## config.mk

```make
export PLATFORM = sky130hd
export DESIGN_NAME = par2ser_stream
export DESIGN_NICKNAME = d
export VERILOG_FILES = /design/src/rtl/par2ser_stream_pkg.sv /design/src/rtl/ser_hold_reg.sv /design/src/rtl/par2ser_stream.sv
export SDC_FILE = /design/constraint.sdc
export NUM_CORES = 1
export LEC_CHECK = 0
export CORE_ASPECT_RATIO = 1.1
export CORE_UTILIZATION = 35
export CTS_BUF_LIST = sky130_fd_sc_hd__clkbuf_4 sky130_fd_sc_hd__clkbuf_8 sky130_fd_sc_hd__clkbuf_16
export CTS_CLUSTER_SIZE = 40
export DETAILED_ROUTE_END_ITERATION = 6
export GPL_TIMING_DRIVEN = 1
export PLACE_DENSITY = 0.63
export SLEW_MARGIN = 10
export SYNTH_ARGS = -nofsm -noshare
export SYNTH_HDL_FRONTEND = slang
export SYNTH_SLANG_ARGS = --single-unit
```

## constraint.sdc

```tcl
create_clock -name dclk -period 4.51 [get_ports dclk]
set_clock_uncertainty 0.2 [all_clocks]
set_input_delay 0.902 -clock dclk [delete_from_list [all_inputs] [get_ports dclk]]
set_output_delay 0.902 -clock dclk [all_outputs]
set_load 0.02 [all_outputs]
```

## src/rtl/par2ser_stream_pkg.sv

```systemverilog
// Shared definitions for the parallel-to-serial stream block: state encoding
// and default parameter values.
package par2ser_stream_pkg;

  localparam int unsigned DEF_DATA_W    = 8;
  localparam bit          DEF_MSB_FIRST = 1'b1;
  localparam bit          DEF_IDLE_BIT  = 1'b0;

  typedef enum logic {
    ST_IDLE  = 1'b0,
    ST_SHIFT = 1'b1
  } state_t;

endpackage

```

## src/rtl/ser_hold_reg.sv

```systemverilog
// One-word holding register with full flag; buffers the next word while the
// shifter is still sending the current one.
module ser_hold_reg
  import par2ser_stream_pkg::*;
#(
  parameter int unsigned DATA_W = DEF_DATA_W
) (
  input  logic              clk,
  input  logic              rst,
  input  logic              i_load,
  input  logic              i_take,
  input  logic [DATA_W-1:0] i_data,
  output logic [DATA_W-1:0] o_data,
  output logic              o_full
);

  logic [DATA_W-1:0] r_data;
  logic              r_full;

  always_ff @(posedge clk or posedge rst) begin
    if (rst) begin
      r_data <= '0;
      r_full <= 1'b0;
    end else if (i_load) begin
      r_data <= i_data;
      r_full <= 1'b1;
    end else if (i_take) begin
      r_full <= 1'b0;
    end
  end

  assign o_data = r_data;
  assign o_full = r_full;

endmodule

```

## src/rtl/par2ser_stream.sv

```systemverilog
// Parallel-to-serial streamer: valid/ready word input, registered serial bit
// output with valid and start-of-frame flags, back-to-back words without gaps.
module par2ser_stream
  import par2ser_stream_pkg::*;
#(
  parameter int unsigned DATA_W    = DEF_DATA_W,
  parameter bit          MSB_FIRST = DEF_MSB_FIRST,
  parameter bit          IDLE_BIT  = DEF_IDLE_BIT
) (
  input  logic              dclk,
  input  logic              default_values,
  input  logic [DATA_W-1:0] data_in,
  input  logic              valid_in,
  output logic              ready_in,
  output logic              data_out,
  output logic              valid_out,
  output logic              sof_out,
  output logic              busy
);

  localparam int unsigned    CNT_W    = (DATA_W > 1) ? $clog2(DATA_W) : 1;
  localparam logic [CNT_W-1:0] CNT_LAST = CNT_W'(DATA_W - 1);

  state_t            r_state, w_state_nxt;
  logic [CNT_W-1:0]  r_cnt, w_cnt_nxt;
  logic [DATA_W-1:0] r_shift, w_shift_nxt;
  logic              r_dout, w_dout_nxt;
  logic              r_vout, w_vout_nxt;
  logic              r_sof, w_sof_nxt;

  logic              w_hold_full, w_hold_load, w_hold_take;
  logic [DATA_W-1:0] w_hold_data;
  logic              w_xfer, w_last;

  // First bit and remaining bits for each possible shifter source
  logic              w_in_bit, w_hd_bit, w_sh_bit;
  logic [DATA_W-1:0] w_in_rest, w_hd_rest, w_sh_rest;

  assign w_in_bit  = MSB_FIRST ? data_in[DATA_W-1]     : data_in[0];
  assign w_hd_bit  = MSB_FIRST ? w_hold_data[DATA_W-1] : w_hold_data[0];
  assign w_sh_bit  = MSB_FIRST ? r_shift[DATA_W-1]     : r_shift[0];
  assign w_in_rest = MSB_FIRST ? (data_in << 1)     : (data_in >> 1);
  assign w_hd_rest = MSB_FIRST ? (w_hold_data << 1) : (w_hold_data >> 1);
  assign w_sh_rest = MSB_FIRST ? (r_shift << 1)     : (r_shift >> 1);

  assign ready_in = ~w_hold_full;
  assign w_xfer   = valid_in & ready_in;
  assign w_last   = (r_cnt == CNT_LAST);
  assign busy     = (r_state == ST_SHIFT) | w_hold_full;

  ser_hold_reg #(.DATA_W(DATA_W)) u_hold (
    .clk    (dclk),
    .rst    (default_values),
    .i_load (w_hold_load),
    .i_take (w_hold_take),
    .i_data (data_in),
    .o_data (w_hold_data),
    .o_full (w_hold_full)
  );

  always_ff @(posedge dclk or posedge default_values) begin
    if (default_values) r_state <= ST_IDLE;
    else                r_state <= w_state_nxt;
  end

  always_ff @(posedge dclk or posedge default_values) begin
    if (default_values) begin
      r_cnt   <= '0;
      r_shift <= '0;
      r_dout  <= IDLE_BIT;
      r_vout  <= 1'b0;
      r_sof   <= 1'b0;
    end else begin
      r_cnt   <= w_cnt_nxt;
      r_shift <= w_shift_nxt;
      r_dout  <= w_dout_nxt;
      r_vout  <= w_vout_nxt;
      r_sof   <= w_sof_nxt;
    end
  end

  // Next state; the last-bit edge reloads from the hold register or input
  always_comb begin
    w_state_nxt = r_state;
    w_cnt_nxt   = r_cnt;
    w_shift_nxt = r_shift;
    w_dout_nxt  = IDLE_BIT;
    w_vout_nxt  = 1'b0;
    w_sof_nxt   = 1'b0;
    w_hold_load = 1'b0;
    w_hold_take = 1'b0;
    case (r_state)
      ST_IDLE: begin
        if (w_xfer) begin
          w_state_nxt = ST_SHIFT;
          w_cnt_nxt   = '0;
          w_shift_nxt = w_in_rest;
          w_dout_nxt  = w_in_bit;
          w_vout_nxt  = 1'b1;
          w_sof_nxt   = 1'b1;
        end
      end
      ST_SHIFT: begin
        if (!w_last) begin
          w_cnt_nxt   = r_cnt + CNT_W'(1);
          w_shift_nxt = w_sh_rest;
          w_dout_nxt  = w_sh_bit;
          w_vout_nxt  = 1'b1;
          w_hold_load = w_xfer;
        end else if (w_hold_full) begin
          w_hold_take = 1'b1;
          w_cnt_nxt   = '0;
          w_shift_nxt = w_hd_rest;
          w_dout_nxt  = w_hd_bit;
          w_vout_nxt  = 1'b1;
          w_sof_nxt   = 1'b1;
        end else if (w_xfer) begin
          w_cnt_nxt   = '0;
          w_shift_nxt = w_in_rest;
          w_dout_nxt  = w_in_bit;
          w_vout_nxt  = 1'b1;
          w_sof_nxt   = 1'b1;
        end else begin
          w_state_nxt = ST_IDLE;
          w_cnt_nxt   = '0;
        end
      end
      default: w_state_nxt = ST_IDLE;
    endcase
  end

  assign data_out  = r_dout;
  assign valid_out = r_vout;
  assign sof_out   = r_sof;

endmodule

```

==> impl_metrics.csv <==
group,metric,value,unit
global_routing,grt_pass1_vias,817,
synth,synthFlopType,"dfrtp_1",
synth,synth_cell_types,29,
global_routing,grt_usage,13.50,%
power_and_ir_drop,leakage,0.6182,nW
power_and_ir_drop,seq_power_share,44.2,%
synth,netlist_area,1202,um2
cts,postCtsResizedCells,0,
floorplan,dieArea,3674,um2
sta,slew_violations,0,
run,cap_violations,0,
floorplan,placeableCoreArea,3153,um2
power_and_ir_drop,worst_ir_drop_vdd,336.7,uV
setup_path,critPathMaxFanout,15,
synth,synth_enable_flop_cells,0,
cts,worstSkewPairLatency,310,ps
sta,setup_viol,0,
detailed_routing,drc,0,
global_routing,grt_antenna_before_repair,0,
cts,cts_root_buf,"clkbuf_4",
sta,final.period_utilization,70.87,%
detailed_routing,ant_nets,0,
setup_path,worstPathRequired,3410,ps
cts,cts_buffer_depth,2,
sta,max_freq,312.9,MHz
setup_path,cp.arrival,2090,ps
cts,cts-hold-fix-buffers,0,
synth,synth_top_cells_by_area,"dfrtp_1 (48%), mux2i_1 (9.2%), mux2_2 (4.7%)",
layout,fillers,331,
setup_path,crit_type,"reg -> out",
sta,worst_pin_slew,863.5,ps
sta,fin_setup_tns,0,ps
placement,portBuffers,15,
run_status,run_status,"complete, no violations",
cts,path_clk_slew,130,ps
detailed_routing,viasPerCell,5.603,
synth,syn_nets,117,
layout,fin_util,43.17,%
detailed_routing,dr.pass1.iters,6,
global_routing,grt_overflow,0,
synth,yosys.area.top_type,"dfrtp_1",
detailed_routing,wirelength,2196,um
sta,hold_violations,0,
cts,cts_made_buffers,3,
min_path,min_path_cells,1,
synth,synth_top_area_share,47.87,%
layout,drive_gt1_share,9.402,%
placement,hpwlAfterDp,1590,um
power_and_ir_drop,p_clk_share,11.5,%
global_routing,grt_pass1_wl,3815,um
detailed_routing,drtIter0Drc,18,
synth,ys_top_cells_by_count,"dfrtp_1 (23), mux2i_1 (11), nand2_1 (10), o22ai_1 (7), a221oi_1 (6)",
power_and_ir_drop,internal_power,0.0005420,W
synth,ys.warnings.count,0,
setup_path,rr_worst_depth,5,
cts,htree_levels,1,
power_and_ir_drop,p_sw,0.0003277,W
setup_path,cp-end-kind,"output port",
cts,post-cts-setup-buffer-count,0,
detailed_routing,avgRoutedWirePerCell,14.54,um
power_and_ir_drop,fin_total_pwr,0.0008697,W
synth,synth_seq_cells,23,
power_and_ir_drop,power_density,638.9,nW/um2
layout,syn2layout_area_growth,13.22,%
floorplan,std_cell_rows,21,
global_routing,grt_max_degree,24,
floorplan,start_util,38.13,%
detailed_routing,via_count,846,
layout,multi_input_area,548.0,um2
layout,antenna_cells,0,
min_path,min_path_type,"reg -> reg",
layout,nets,132,
floorplan,fp.dieH,63.47,um
power_and_ir_drop,comb_power_share,44.3,%
floorplan,io_pins,16,
synth,ys_seq_area_share,47.87,%
placement,place_congestion,0.7678,
synth,yosys.cell_count.top_type,"dfrtp_1",
cts,clock-sinks,23,
synth,async_flop_share,100.0,%
floorplan,die-width,57.89,um
layout,seq_area,575.6,um2
sta,rsz0062_at_grt,"no",
power_and_ir_drop,swShare,37.68,%
synth,synth.avg_cell_area,11.67,um2
synth,synth_cells,103,
cts,cts_tree,"done",
sta,slew_headroom,42.37,%
setup_path,start_kind,"flip-flop",
sta,min_period,3196,ps
==> worst max-delay path: stages (launching register included) <==
cell and delay, ps:
dfrtp_1 620, clkinv_1 390, nand2_1 160, clkdlybuf4s50_1 610
==> final timing paths <==
check	slack (ps)	endpoint	start
worst min register to register	300	u_hold.o_data[1]	u_hold.o_data[1]
min in group asynchronous	850	r_cnt[0]	default_values
max in group asynchronous	2720	u_hold.o_data[6]	default_values
worst max-delay path	1310	busy	valid_out
worst max register to register	2530	u_hold.o_data[2]	r_cnt[0]
worst min-delay path	300	u_hold.o_data[1]	u_hold.o_data[1]
==> state kept, by name (all words and copies together), names as in the netlist <==
signal and cells:
sof_out 1, u_hold.o_data 8, u_hold.o_full 1, data_out 1, r_shift 8, r_cnt 3, valid_out 1
==> cells in the final DEF, fill, tap and decap left out, types with 4 or more instances in the layout <==
cell type         n
o21ai_0           5
mux2_2            5
dfrtp_1          23
mux2i_1          11
clkbuf_4          4
a221oi_1          6
clkdlybuf4s50_1  15
o22ai_1           7
nand2_1          10
==> metal layers <==
metal / vias to the layer above / wire (um) / share of wire, % / global-route usage (%)
li1: 408 / - / - / -
met1: 412 / 989 / 45 / 16.84
met2: 24 / 1076 / 49 / 22.41
met3: 2 / 117 / 5.3 / 4.517
met4: 0 / 12 / 0.55 / 2.976
met5: - / 0 / 0 / 0
==> power by group through the flow <==
| stage | Combinational (W) | Clock [W] | Sequential, W |
|---|---|---|---|
| finish | 0.000385 | 0.000100 | 0.000385 |
| global route | 0.000432 | 0.000113 | 0.000401 |
| CTS | 0.000389 | 0.000105 | 0.000385 |
| detailed placement | 0.000388 | 0 | 0.000390 |
| global placement | 0.000378 | 0 | 0.000387 |
| floorplan | 0.000317 | 0 | 0.000371 |
==> cells by family after synthesis <==
kind of cell | after synthesis | share of synthesized area (%)
AOI/OAI and AO/OA | 25 | 14.15
and+or+nand+nor | 24 | 11.65
DFF | 23 | 47.87
muxes | 19 | 16.65
buffers and inverters | 9 | 6.555
adders and majority gates | 3 | 3.122
==> per-stage QoR <==
stage | hold slack, ps | area (um2) | setup slack (ps) | cells
after floorplan | 252.2 | 1202 | 2327 | 103
after global placement | 262.1 | 1331 | 1643 | 147
after detailed placement | 280.5 | 1331 | 1606 | 147
after CTS | 308.6 | 1361 | 1307 | 151
after global routing | 319.3 | 1361 | 1143 | 151
final | 300.4 | 1361 | 1314 | 151
==> layout make-up <==
| cell class | count | share of cell area (%) |
|---|---|---|
| multi-input cells | 71 | 40.26 |
| clock buffers | 4 | 2.206 |
| inverters | 4 | 1.103 |
| repair buffers | 15 | 11.03 |
| flip-flops and latches | 23 | 42.28 |
| well taps | 34 | 3.125 |
(Power assumes the default switching activity.)
